`config.mk`:
```
export PLATFORM = sky130hd
export DESIGN_NAME = avl_max_master
export DESIGN_NICKNAME = d
export VERILOG_FILES = /design/src/rtl/avl_max_master_pkg.sv /design/src/rtl/avl_max_master_rd_wait_cnt.sv /design/src/rtl/avl_max_master.sv
export SDC_FILE = /design/constraint.sdc
export NUM_CORES = 1
export LEC_CHECK = 0
export BUFFER_PORTS_ARGS = -buffer_cell sky130_fd_sc_hd__buf_2
export CAP_MARGIN = 25
export CORE_MARGIN = 2
export CORE_UTILIZATION = 40
export DETAILED_ROUTE_END_ITERATION = 8
export PLACE_DENSITY = 0.74
export SLEW_MARGIN = 20
export SYNTH_ARGS = -nofsm -noshare
export SYNTH_HDL_FRONTEND = slang
export SYNTH_SLANG_ARGS = --single-unit
```
`constraint.sdc`:
```
create_clock -name iClk -period 1.5 [get_ports iClk]
set_input_delay 0.225 -clock iClk [delete_from_list [all_inputs] [get_ports iClk]]
set_output_delay 0.225 -clock iClk [all_outputs]
set_load 0.005 [all_outputs]
```
`src/rtl/avl_max_master_pkg.sv`:
```
// Shared definitions for the max-finder bus initiator and its slave.
//   stateT         : initiator FSM state encoding
//   busStrobeT     : active-low chipselect/write/read strobe bundle
//   AVL_*_ADDR     : register map shared with the slave
//   AVL_CNT_W      : width of the read-latency counter (READ_LATENCY 1..7)
package avl_max_master_pkg;

    typedef enum logic [2:0] {
        IDLE,
        WR,
        RD_ECHO,
        WAIT_ECHO,
        RD_RES,
        WAIT_RES,
        DONE
    } stateT;

    typedef struct packed {
        logic csN;
        logic writeN;
        logic readN;
    } busStrobeT;

    localparam busStrobeT STROBE_IDLE  = '{csN: 1'b1, writeN: 1'b1, readN: 1'b1};
    localparam busStrobeT STROBE_WRITE = '{csN: 1'b0, writeN: 1'b0, readN: 1'b1};
    localparam busStrobeT STROBE_READ  = '{csN: 1'b0, writeN: 1'b1, readN: 1'b0};

    localparam int AVL_OPERAND_ADDR = 0;
    localparam int AVL_RESULT_ADDR  = 1;

    localparam int AVL_CNT_W = 3;

endpackage

```
`src/rtl/avl_max_master_rd_wait_cnt.sv`:
```
// Loadable down-counter that times the read-data latency.
//   iClk, iReset_n : clock, asynchronous active-low reset
//   iLoad          : load iLoadVal (takes priority over iDec)
//   iDec           : decrement, saturating at zero
//   oLast          : counter currently holds 1 (final wait cycle)
module avl_rd_wait_cnt #(
    parameter int CNT_W = 3
) (
    input  logic             iClk,
    input  logic             iReset_n,
    input  logic             iLoad,
    input  logic [CNT_W-1:0] iLoadVal,
    input  logic             iDec,
    output logic             oLast
);

    logic [CNT_W-1:0] count;

    always_ff @(posedge iClk or negedge iReset_n) begin
        if (!iReset_n) begin
            count <= '0;
        end else if (iLoad) begin
            count <= iLoadVal;
        end else if (iDec && (count != '0)) begin
            count <= count - CNT_W'(1);
        end
    end

    assign oLast = (count == CNT_W'(1));

endmodule

```
`src/rtl/avl_max_master.sv`:
```
// Bus initiator for the max-finder slave: writes the operand, reads it back
// as an echo check, reads the result, then pulses oDone for one cycle.
//   iClk, iReset_n        : clock, asynchronous active-low reset
//   iStart, iOperand      : request pulse and operand (captured on accept)
//   oBusy, oDone          : busy flag, single-cycle completion pulse
//   oResult, oEchoErr     : last result and echo-mismatch flag
//   oChipselect_n, oWrite_n, oRead_n, oAddress, oData, iData : slave bus
module avl_max_master
    import avl_max_master_pkg::*;
#(
    parameter int DATA_W       = 32,
    parameter int ADDR_W       = 2,
    parameter int OPERAND_W    = 20,
    parameter int OPERAND_ADDR = AVL_OPERAND_ADDR,
    parameter int RESULT_ADDR  = AVL_RESULT_ADDR,
    parameter int READ_LATENCY = 1
) (
    input  logic                 iClk,
    input  logic                 iReset_n,
    input  logic                 iStart,
    input  logic [OPERAND_W-1:0] iOperand,
    output logic                 oBusy,
    output logic                 oDone,
    output logic [DATA_W-1:0]    oResult,
    output logic                 oEchoErr,
    output logic                 oChipselect_n,
    output logic                 oWrite_n,
    output logic                 oRead_n,
    output logic [ADDR_W-1:0]    oAddress,
    output logic [DATA_W-1:0]    oData,
    input  logic [DATA_W-1:0]    iData
);

    stateT                state;
    stateT                stateNext;
    busStrobeT            strobeReg;
    busStrobeT            strobeNext;
    logic [ADDR_W-1:0]    addrNext;
    logic [DATA_W-1:0]    dataNext;
    logic [OPERAND_W-1:0] operandReg;
    logic [DATA_W-1:0]    operandExt;
    logic                 echoMis;
    logic                 cntLoad;
    logic                 cntDec;
    logic                 cntLast;

    assign operandExt = DATA_W'(operandReg);

    assign cntLoad = (state == RD_ECHO) || (state == RD_RES);
    assign cntDec  = (state == WAIT_ECHO) || (state == WAIT_RES);

    avl_rd_wait_cnt #(
        .CNT_W(AVL_CNT_W)
    ) uRdWaitCnt (
        .iClk    (iClk),
        .iReset_n(iReset_n),
        .iLoad   (cntLoad),
        .iLoadVal(AVL_CNT_W'(READ_LATENCY)),
        .iDec    (cntDec),
        .oLast   (cntLast)
    );

    always_ff @(posedge iClk or negedge iReset_n) begin
        if (!iReset_n) begin
            state <= IDLE;
        end else begin
            state <= stateNext;
        end
    end

    always_comb begin
        stateNext = state;
        case (state)
            IDLE:      if (iStart) stateNext = WR;
            WR:        stateNext = RD_ECHO;
            RD_ECHO:   stateNext = WAIT_ECHO;
            WAIT_ECHO: if (cntLast) stateNext = RD_RES;
            RD_RES:    stateNext = WAIT_RES;
            WAIT_RES:  if (cntLast) stateNext = DONE;
            DONE:      stateNext = IDLE;
            default:   stateNext = IDLE;
        endcase
    end

    // Bus outputs are registered from the next state so each strobe lines up
    // with its state cycle. WR is only entered from IDLE, where operandReg is
    // being loaded on the same edge, so the write data comes from iOperand.
    always_comb begin
        strobeNext = STROBE_IDLE;
        addrNext   = '0;
        dataNext   = '0;
        case (stateNext)
            WR: begin
                strobeNext = STROBE_WRITE;
                addrNext   = ADDR_W'(OPERAND_ADDR);
                dataNext   = DATA_W'(iOperand);
            end
            RD_ECHO: begin
                strobeNext = STROBE_READ;
                addrNext   = ADDR_W'(OPERAND_ADDR);
            end
            RD_RES: begin
                strobeNext = STROBE_READ;
                addrNext   = ADDR_W'(RESULT_ADDR);
            end
            default: ;
        endcase
    end

    always_ff @(posedge iClk or negedge iReset_n) begin
        if (!iReset_n) begin
            strobeReg  <= STROBE_IDLE;
            oAddress   <= '0;
            oData      <= '0;
            oBusy      <= 1'b0;
            oDone      <= 1'b0;
            oResult    <= '0;
            oEchoErr   <= 1'b0;
            operandReg <= '0;
            echoMis    <= 1'b0;
        end else begin
            strobeReg <= strobeNext;
            oAddress  <= addrNext;
            oData     <= dataNext;
            oBusy     <= (stateNext != IDLE);
            oDone     <= (stateNext == DONE);
            if ((state == IDLE) && iStart) begin
                operandReg <= iOperand;
            end
            if ((state == WAIT_ECHO) && cntLast) begin
                echoMis <= (iData != operandExt);
            end
            if ((state == WAIT_RES) && cntLast) begin
                oResult  <= iData;
                oEchoErr <= echoMis;
            end
        end
    end

    assign oChipselect_n = strobeReg.csN;
    assign oWrite_n      = strobeReg.writeN;
    assign oRead_n       = strobeReg.readN;

endmodule

```
* Yosys cells after proc, flatten, opt, wreduce, memory -nomap -nowiden
Index checks and enable logic that the tools add are counted.
Word-level totals: bits in registers 99, input bits 55, output and inout port bits 72, logic and storage cells 45
Operators by class: $add $sub $neg 1, equality and inequality tests 11, mux-type cells 9, reduce and logical (&&, ||, !) cells 11
Operators by type and width (number):
- $ne A32 B20 Y1 | 1
- $mux W20 | 1
- $pmux W3 S6 | 1
- $mux W3 | 5
- $eq A3 B3 Y1 const B | 4
- $eq A3 B1 Y1 const B | 3
- $eq A3 B2 Y1 const B | 3
- $pmux W3 S2 | 1
- $reduce_bool A3 Y1 | 2
- $logic_and A1 B1 Y1 | 4
- $logic_not A3 Y1 | 1
- $sub A3 B1 Y3 const B | 1
- $logic_or A1 B1 Y1 | 2
- $reduce_bool A2 Y1 | 1
- $reduce_or A2 Y1 | 1
- $mux W1 | 1

* Logic depth before layout (Yosys ltp)
Gate-level depths: netlist of the first run.
depth in word-level cells 6, mapped depth 6, mapped depth without buffers 6

* By module
Synthesis of the first run repeated with hierarchy kept, for this count alone.
Unflattened totals: cells, all modules 259, area total of the unflattened synthesis 3638.5 um2
Modules (own cells, without submodules):
- avl_max_master | times used 1, cells each 235, area each 3417.0 um2, seq. area each 2080.7 um2
- avl_rd_wait_cnt | times used 1, cells each 24, area each 221.5 um2, seq. area each 75.1 um2

* Worst setup path after synthesis of the first run
Ideal clock, no wire load.
path type reg-to-reg, from reg uRdWaitCnt.count[1], to reg oEchoErr, setup time 0.125 ns, data arrival time 1.428 ns, data required time 1.375 ns, slack -0.053 ns, stages on the path, launching flop included 7, buffers on the path 1, clock period less this slack 1.553 ns, cells stage by stage dfrtp_1 -> inv_1 -> ha_1 -> nand3b_4 -> nor2_8 -> buf_12 -> mux2_4
Between the ends: cells in the longest elaborated chain, start to end 2
Ends and longest elaborated chain:
- start: declaration | RTL line avl_max_master_rd_wait_cnt.sv:17 | logic [CNT_W-1:0] count;
- start signal: assignment | RTL line avl_max_master_rd_wait_cnt.sv:23 | count <= iLoadVal;
- start signal: assignment | RTL line avl_max_master_rd_wait_cnt.sv:25 | count <= count - CNT_W'(1);
- $eq A3 B1 Y1 | RTL line avl_max_master_rd_wait_cnt.sv:29 | assign oLast = (count == CNT_W'(1));
- $logic_and A1 B1 Y1 | RTL line avl_max_master.sv:133 | if ((state == WAIT_RES) && cntLast) begin
- end signal: assignment | RTL line avl_max_master.sv:135 | oEchoErr <= echoMis;
- end: declaration | RTL line avl_max_master.sv:25 | output logic oEchoErr,
No other way between the ends. A chain may end at the register's enable or synchronous reset.

* Worst setup path after layout of the first run
from reg uRdWaitCnt.count[1], to reg oResult[25]
Between the ends: cells in the longest elaborated chain, start to end 2
Ends and longest elaborated chain:
- $eq A3 B1 Y1 | RTL line avl_max_master_rd_wait_cnt.sv:29
- $logic_and A1 B1 Y1 | RTL line avl_max_master.sv:133
- end signal: assignment | RTL line avl_max_master.sv:134 | oResult <= iData;
- end: declaration | RTL line avl_max_master.sv:24 | output logic [DATA_W-1:0] oResult,
No other way between the ends.

==> key figures, run 1 <==
Status
  – Status: complete, no violations

Power and ir drop
  – Sequential share of power: 44.2%
  – P_int: 0.00586 W
  – Maximum vdd ir drop: 0.000742 V
  – Net load switching power: 0.00260 W
  – Clock share of power: 19.8%
  – PwrDens: 1810 nW/um^2
  – Share of total power in combinational logic: 36.1%
  – Sw Ratio: 30.7%
  – Leak: 2.50 nW
  – Total power: 0.00845 W

Detailed routing
  – Final WL: 7600 microns
  – DRC errors left: 0
  – Vias per cell: 4.60
  – Pre-Repair DR Iteration Count: 4
  – Vias: 2315
  – Detail-routed net length per standard cell: 15.1 microns
  – Post-DRT Antenna Nets: 0
  – Initial drt markers: 42

Logic synthesis
  – Cell variety after synth: 34
  – Synth Instances: 256
  – Avg Inst Size Synth: 14.6 sq um
  – Yosys reg bits: 86
  – Adder-cell area share of the yosys netlist: 1.01%
  – Post-synthesis compound-gate area fraction: 5.71%
  – Post-synthesis xor/xnor area fraction: 4.94%
  – Yosys warning total: 0
  – Post-synth top area share: 55.7%
  – Main combinational cell family by area after synthesis: multiplexers
  – Mapped Area: 3730 sq um
  – Post-synthesis mux area share: 13.2%
  – Post-Synth Simple-Gate Area: 10.4%
  – Sequential-to-total area share from yosys stat: 57.9%
  – Ranking of synthesized cells by area: dfrtp_1 (56%), mux2_4 (12%), xnor2_1 (4.7%), a21o_1 (4.0%), and2_2 (4.0%)
  – Post-synth top area cell: dfrtp_1

Critical path
  – Worst r2r dst: oResult[25]
  – Crit path max fanout: 15
  – Required @ worst endpoint: 1.72 ns
  – Worst Setup End Kind: flop
  – WP data arrival: 1.70 ns
  – Worst setup path class: flop to flop
  – CP startpoint kind: flop
  – Flop2flop setup slack: 0.02 ns
  – Worst r2r src: uRdWaitCnt.count[1]
  – Reg2reg path depth: 6

Global route
  – First-pass GRT wire length: 12100 microns
  – Largest net degree at the start of global routing: 28
  – Vias in the first global route: 2388
  – Grt ovf: 0
  – Total track usage: 15.5%
  – Initial antenna violation count: 0

CTS
  – CTS H-Tree Depth: 3
  – Clk_lat worst skew: 0.34 ns
  – CTS max path bufs: 2
  – CTS tree: done
  – Root buffer cell: clkbuf_8
  – Worst-path clk slew: 0.09 ns
  – Total CTS buffers: 9
  – CTS sink cnt: 86

Place
  – Routability cong.: 0.750
  – DP Area: 4420 sq um
  – Setup WS pre-CTS: -0.0411 ns
  – Port-buffer cells: 113
  – DP HPWL: 5720 microns

Cells and area
  – Post-layout instance area: 4680 sq um
  – Number of fill cells in the layout: 802
  – Most frequent cells in the layout: buf_2 (112), dfrtp_1 (83), mux2_4 (33)
  – Layout cells sized above 1: 54.1%
  – Area grow syn2layout: 25.6%
  – Commonest non-fill, non-tap cell in the layout: buf_2
  – Nets: 445
  – N_diodes: 0

STA
  – Setup Skew: 0.0164 ns
  – Setup Viol. Count Final: 0
  – FMAX: 677 MHz
  – Final worst slack: 0.0226 ns
  – RSZ-0062 raised after global routing: yes
  – Final Hold Fails: 0
  – Fin crit share: 98.5%
  – Min cycle time layout: 1.48 ns
  – Number of slew-limit violations in the final report: 0
  – Setup TNS: 0 ns

Floorplan
  – Die height: 101 microns
  – Core box area: 9150 sq um
  – Die ar.: 10100 sq um
  – # rows: 35
  – Chip Width: 101 microns
  – Ports: 127
  – Initial Util: 40.7%

Worst hold path
  – Hold WC Path Type: input port to flop
  – Start point of the worst hold path: iOperand[16]
  – Worst Hold End: oData[16]
  – Hold Crit Depth: 2

Job
  – Max-Cap Viols: 0
-- worst max-delay path, cell delays in order, from the launching register on --
cell	delay (ns)
dfrtp_1	0.39
inv_2	0.08
ha_4	0.14
nand3b_4	0.11
nor2_8	0.15
buf_12	0.19
mux2_4	0.31
-- worst max path at each step --
stage / startpoint / end
3_5_place_dp: uRdWaitCnt.count[1] / oResult[18]
6_report: uRdWaitCnt.count[1] / oResult[25]
2_1_floorplan: uRdWaitCnt.count[1] / oEchoErr
5_1_grt: uRdWaitCnt.count[1] / oResult[30]
4_1_cts: uRdWaitCnt.count[1] / oResult[25]
3_3_place_gp: uRdWaitCnt.count[1] / oResult[3]
-- layout make-up --
cell class                 count  area, sq um  area share, %
clock buffer                  11          141           3.02
clock inverter                 5         65.1           1.39
inverter                       5         18.8          0.401
multi-input combinational    154         1400           29.9
sequential                    86         2160           46.1
tap                          111          139           2.97
timing repair buffer         131          759           16.2
-- Yosys cell counts --
| master | count |
|---|---|
| buf_12 | 3 |
| dfstp_2 | 3 |
| nand3b_1 | 1 |
| a21oi_1 | 5 |
| mux2_4 | 29 |
| ha_1 | 3 |
| nor4_1 | 5 |
| nand2_1 | 4 |
| xor2_1 | 1 |
| buf_6 | 7 |
| a31oi_1 | 1 |
| conb_1 | 1 |
| nor2_1 | 5 |
| xnor2_1 | 20 |
| nor2_8 | 1 |
| nand3b_4 | 1 |
| nand3_1 | 3 |
| and2_2 | 20 |
| mux2i_1 | 1 |
| nand2b_1 | 2 |
| mux2_2 | 4 |
| nand2b_4 | 2 |
| dfrtp_1 | 83 |
| inv_1 | 4 |
| o31ai_1 | 1 |
| and2_4 | 1 |
| o2bb2ai_1 | 1 |
| nor3_4 | 1 |
| a21o_1 | 20 |
| buf_4 | 13 |
| nand4_1 | 5 |
| inv_2 | 1 |
| nor3b_2 | 1 |
| o21ai_0 | 3 |
-- sequential cells by signal (all words and copies together), names as in the netlist --
name / flops
echoMis: 1
oAddress: 1
oBusy: 1
oChipselect_n: 1
oData: 20
oDone: 1
oEchoErr: 1
oRead_n: 1
oResult: 32
oWrite_n: 1
operandReg: 20
state: 3
uRdWaitCnt.count: 3
-- power by group through the flow --
stage	clock, W	sequential, W	combinational [W]
after floorplan	0	0.00369	0.00203
after global routing	0.00183	0.00384	0.00336
after CTS	0.00173	0.00374	0.00306
after global placement	0	0.00374	0.00292
after detailed placement	0	0.00375	0.00303
final	0.00167	0.00373	0.00305
-- kinds of logic (layout without fill, tap and decap cells) --
group,count (synthesis),after routing
AO/OA/AOI/OAI,31,31
buffers and inverters,28,152
flip-flops,86,86
multiplexers,34,34
other,1,13
AND/OR/NAND/NOR,52,52
adder cells (fa/ha/maj),3,3
XOR/XNOR,21,21
-- stage by stage --
stage / hold slack [ns] / util (%) / instances
final: 0.109 / 51.1 / 503
after global routing: 0.0883 / 51.1 / 503
after CTS: 0.0909 / 50.9 / 502
after detailed placement: 0.175 / 48.3 / 485
after global placement: 0.173 / 48.3 / 485
after floorplan: -0.0706 / - / 268
-- metal layers --
metal,wire (microns),GRT usage [%]
met1,3410,20.6
met2,3690,24.9
met3,454,4.65
met4,45,4.11
met5,0,0
-- repair_timing --
action,in CTS,in global routing
setup buffers,0,1
resized for setup,4,4
hold buffers,1,0
hold endpoints to repair,23,0
pin swaps,0,1
setup endpoints to repair,27,25
No activity file was read; power rests on OpenSTA's default activity.
==> run 2, diff against run 1 <==
--- a/config.mk
+++ b/config.mk
@@ -5,12 +5,12 @@
 export SDC_FILE = /design/constraint.sdc
 export NUM_CORES = 1
 export LEC_CHECK = 0
-export BUFFER_PORTS_ARGS = -buffer_cell sky130_fd_sc_hd__buf_2
 export CAP_MARGIN = 25
 export CORE_MARGIN = 2
 export CORE_UTILIZATION = 40
 export DETAILED_ROUTE_END_ITERATION = 8
-export PLACE_DENSITY = 0.74
+export DONT_BUFFER_PORTS = 1
+export PLACE_DENSITY = 0.61
 export SLEW_MARGIN = 20
 export SYNTH_ARGS = -nofsm -noshare
 export SYNTH_HDL_FRONTEND = slang
==> key figures, run 2 (same netlist as run 1, synthesis figures left out) <==
Critical path
  – CP startpoint: uRdWaitCnt.count[1] (unchanged)
  – Crit-path max cell delay: 0.40 ns (was 0.39 ns)
  – Critical path's slowest cell: dfrtp_1 (unchanged)
  – Cells along the critical path: inv_2 -> ha_4 -> nand3b_4 -> nor2_8 -> buf_12 -> mux2_4 (unchanged)
  – CP startpoint kind: flop (unchanged)
  – CP bufs+invs: 2 (unchanged)
  – Worst setup path class: flop to flop (unchanged)
  – Worst r2r src: uRdWaitCnt.count[1] (unchanged)
  – Worst Setup End Kind: flop (unchanged)
  – Required @ worst endpoint: 1.73 ns (was 1.72 ns)
  – Crit path max-delay family: flip-flops (unchanged)
  – Crit path max fanout: 20 (was 15)
  – WP data arrival: 1.72 ns (was 1.70 ns)

Cells and area
  – Final core utilization: 48.0% (was 51.1%)
  – Biggest register: oResult (unchanged)
  – Top flop regs: oResult x32, oData x20, operandReg x20 (unchanged)
  – Layout cells sized above 1: 33.8% (was 54.1%)
  – Number of fill cells in the layout: 808 (was 802)
  – Max reg flops: 32 (unchanged)
  – Commonest non-fill, non-tap cell in the layout: dfrtp_1 (was buf_2)
  – Area grow syn2layout: 17.9% (was 25.6%)
  – Nets: 355 (was 445)
  – Most frequent cells in the layout: dfrtp_1 (82), mux2_4 (33), dlygate4sd3_1 (23) (was buf_2 (112), dfrtp_1 (83), mux2_4 (33))

STA
  – FMAX: 672 MHz (was 677 MHz)
  – Number of slew-limit violations in the final report: 0 (unchanged)
  – Final Hold Fails: 86 (was 0)
  – Setup Skew: 0.0145 ns (was 0.0164 ns)
  – Min cycle time layout: 1.49 ns (was 1.48 ns)
  – Setup Viol. Count Final: 0 (unchanged)
  – RSZ-0062 raised after global routing: yes (unchanged)
  – Fin crit share: 99.2% (was 98.5%)
  – Hold Slack: -0.435 ns (was 0.109 ns)
  – Setup TNS: 0 ns (unchanged)

Detailed routing
  – DRC errors left: 0 (unchanged)
  – Detail-routed net length per standard cell: 18.2 microns (was 15.1 microns)
  – Vias: 2049 (was 2315)
  – Post-DRT Antenna Nets: 0 (unchanged)
  – Final WL: 7530 microns (was 7600 microns)
  – Pre-Repair DR Iteration Count: 4 (unchanged)
  – Initial drt markers: 59 (was 42)
  – Vias per cell: 4.95 (was 4.60)

CTS
  – CTS sink cnt: 86 (unchanged)
  – Root buffer cell: clkbuf_8 (unchanged)
  – CTS tree: done (unchanged)
  – CTS max path bufs: 2 (unchanged)
  – CTS H-Tree Depth: 3 (unchanged)
  – Total CTS buffers: 9 (unchanged)
  – Clk_lat worst skew: 0.35 ns (was 0.34 ns)
  – Worst-path clk slew: 0.09 ns (about the same)

Global route
  – Total track usage: 15.0% (was 15.5%)
  – Largest net degree at the start of global routing: 87 (was 28)
  – Grt ovf: 0 (unchanged)
  – First-pass GRT wire length: 11400 microns (was 12100 microns)
  – Vias in the first global route: 2180 (was 2388)
  – Initial antenna violation count: 1 (was 0)

Status
  – Violated checks: hold timing
  – Status: finished, violations left (was complete, no violations)

Power and ir drop
  – PwrDens: 1910 nW/um^2 (was 1810 nW/um^2)
  – Maximum vdd ir drop: 0.000760 V (was 0.000742 V)
  – Leak: 2.13 nW (was 2.50 nW)

Floorplan
  – Initial Util: 40.7% (unchanged)
  – Die height: 101 microns (unchanged)
  – # rows: 35 (unchanged)
  – Core box area: 9150 sq um (unchanged)
  – Die ar.: 10100 sq um (unchanged)
  – Ports: 127 (unchanged)
  – Chip Width: 101 microns (unchanged)

Worst hold path
  – Hold WC Path Type: input port to asynchronous set/reset pin (was input port to flop)

Job
  – Max-Cap Viols: 0 (unchanged)

Place
  – Routability cong.: 0.737 (was 0.750)
  – DP HPWL: 4980 microns (was 5720 microns)
  – Port-buffer cells: 0 (was 113)
-- run 2: changes by cell type in the layout (fill, tap and decap cells not counted), moves of 2 or more --
| cell | previous run | this run |
|---|---|---|
| dlygate4sd3_1 | 1 | 23 |
| clkinvlp_4 | 2 | 0 |
| buf_2 | 112 | 0 |
| bufinv_16 | 1 | 3 |
-- run 2: through the flow --
stage	power (W)	hold WS (ns)	instances	setup WS (ns)	area, sq um
after floorplan	0.00572	-0.0706	268	0.00232	3780
after global placement	0.00616	-0.0666	369	-0.0428	3820
after detailed placement	0.00624	-0.0666	369	-0.0718	3820
after CTS	0.00837	-0.466	401	0.000776	4260
after global routing	0.00893	-0.478	414	-0.0418	4390
final	0.00841	-0.435	414	0.0123	4390
-- run 2: power breakdown --
group	internal [W]	total, W	leakage [nW]	switching (W)
sequential	0.00319	0.00386	1.09	0.000668
clock	0.00117	0.00201	0.127	0.000844
combinational	0.00160	0.00253	0.911	0.000935
total	0.00596	0.00841	2.13	0.00245
-- run 2: repair_timing --
action | 4_1_cts | 5_1_grt
hold buffers | 16 | 7
gates cloned | 0 | 1
pin swaps | 0 | 2
buffers inserted | 0 | 4
resized for setup | 6 | 5
endpoints found under the setup margin | 38 | 50
hold endpoints to repair | 102 | 93
-- run 2: layout make-up --
cell class / count / area, sq um / share of cell area, %
clock inverters: 6 / 116 / 2.65
clock buffers: 10 / 138 / 3.13
multi-input cells: 154 / 1400 / 31.9
flip-flops and latches: 86 / 2160 / 49.1
repair buffers: 41 / 419 / 9.54
well taps: 111 / 139 / 3.16
inverters: 5 / 21.3 / 0.484
diodes: 1 / 2.50 / 0.0570
-- run 2: worst paths after layout --
kind                                  endpoint  slack (ns)  cells after the start
worst max-delay path               oResult[25]        0.01                      6
worst min-delay path                     oDone       -0.44                      0
worst max register to register     oResult[25]        0.01                      6
worst min register to register  operandReg[15]        0.50                      1
max in group asynchronous             oWrite_n        1.71                      0
min in group iClk                  oResult[14]        0.02                      1
-- run 2: routing by layer --
layer	share of wire (%)	routed length (microns)	vias to the layer above	track usage [%]
met5	0	0	-	0
met4	0.69	52	0	4.11
met3	7.7	581	8	5.55
met2	48	3610	89	24.0
met1	44	3280	1029	19.3
li1	-	-	923	-
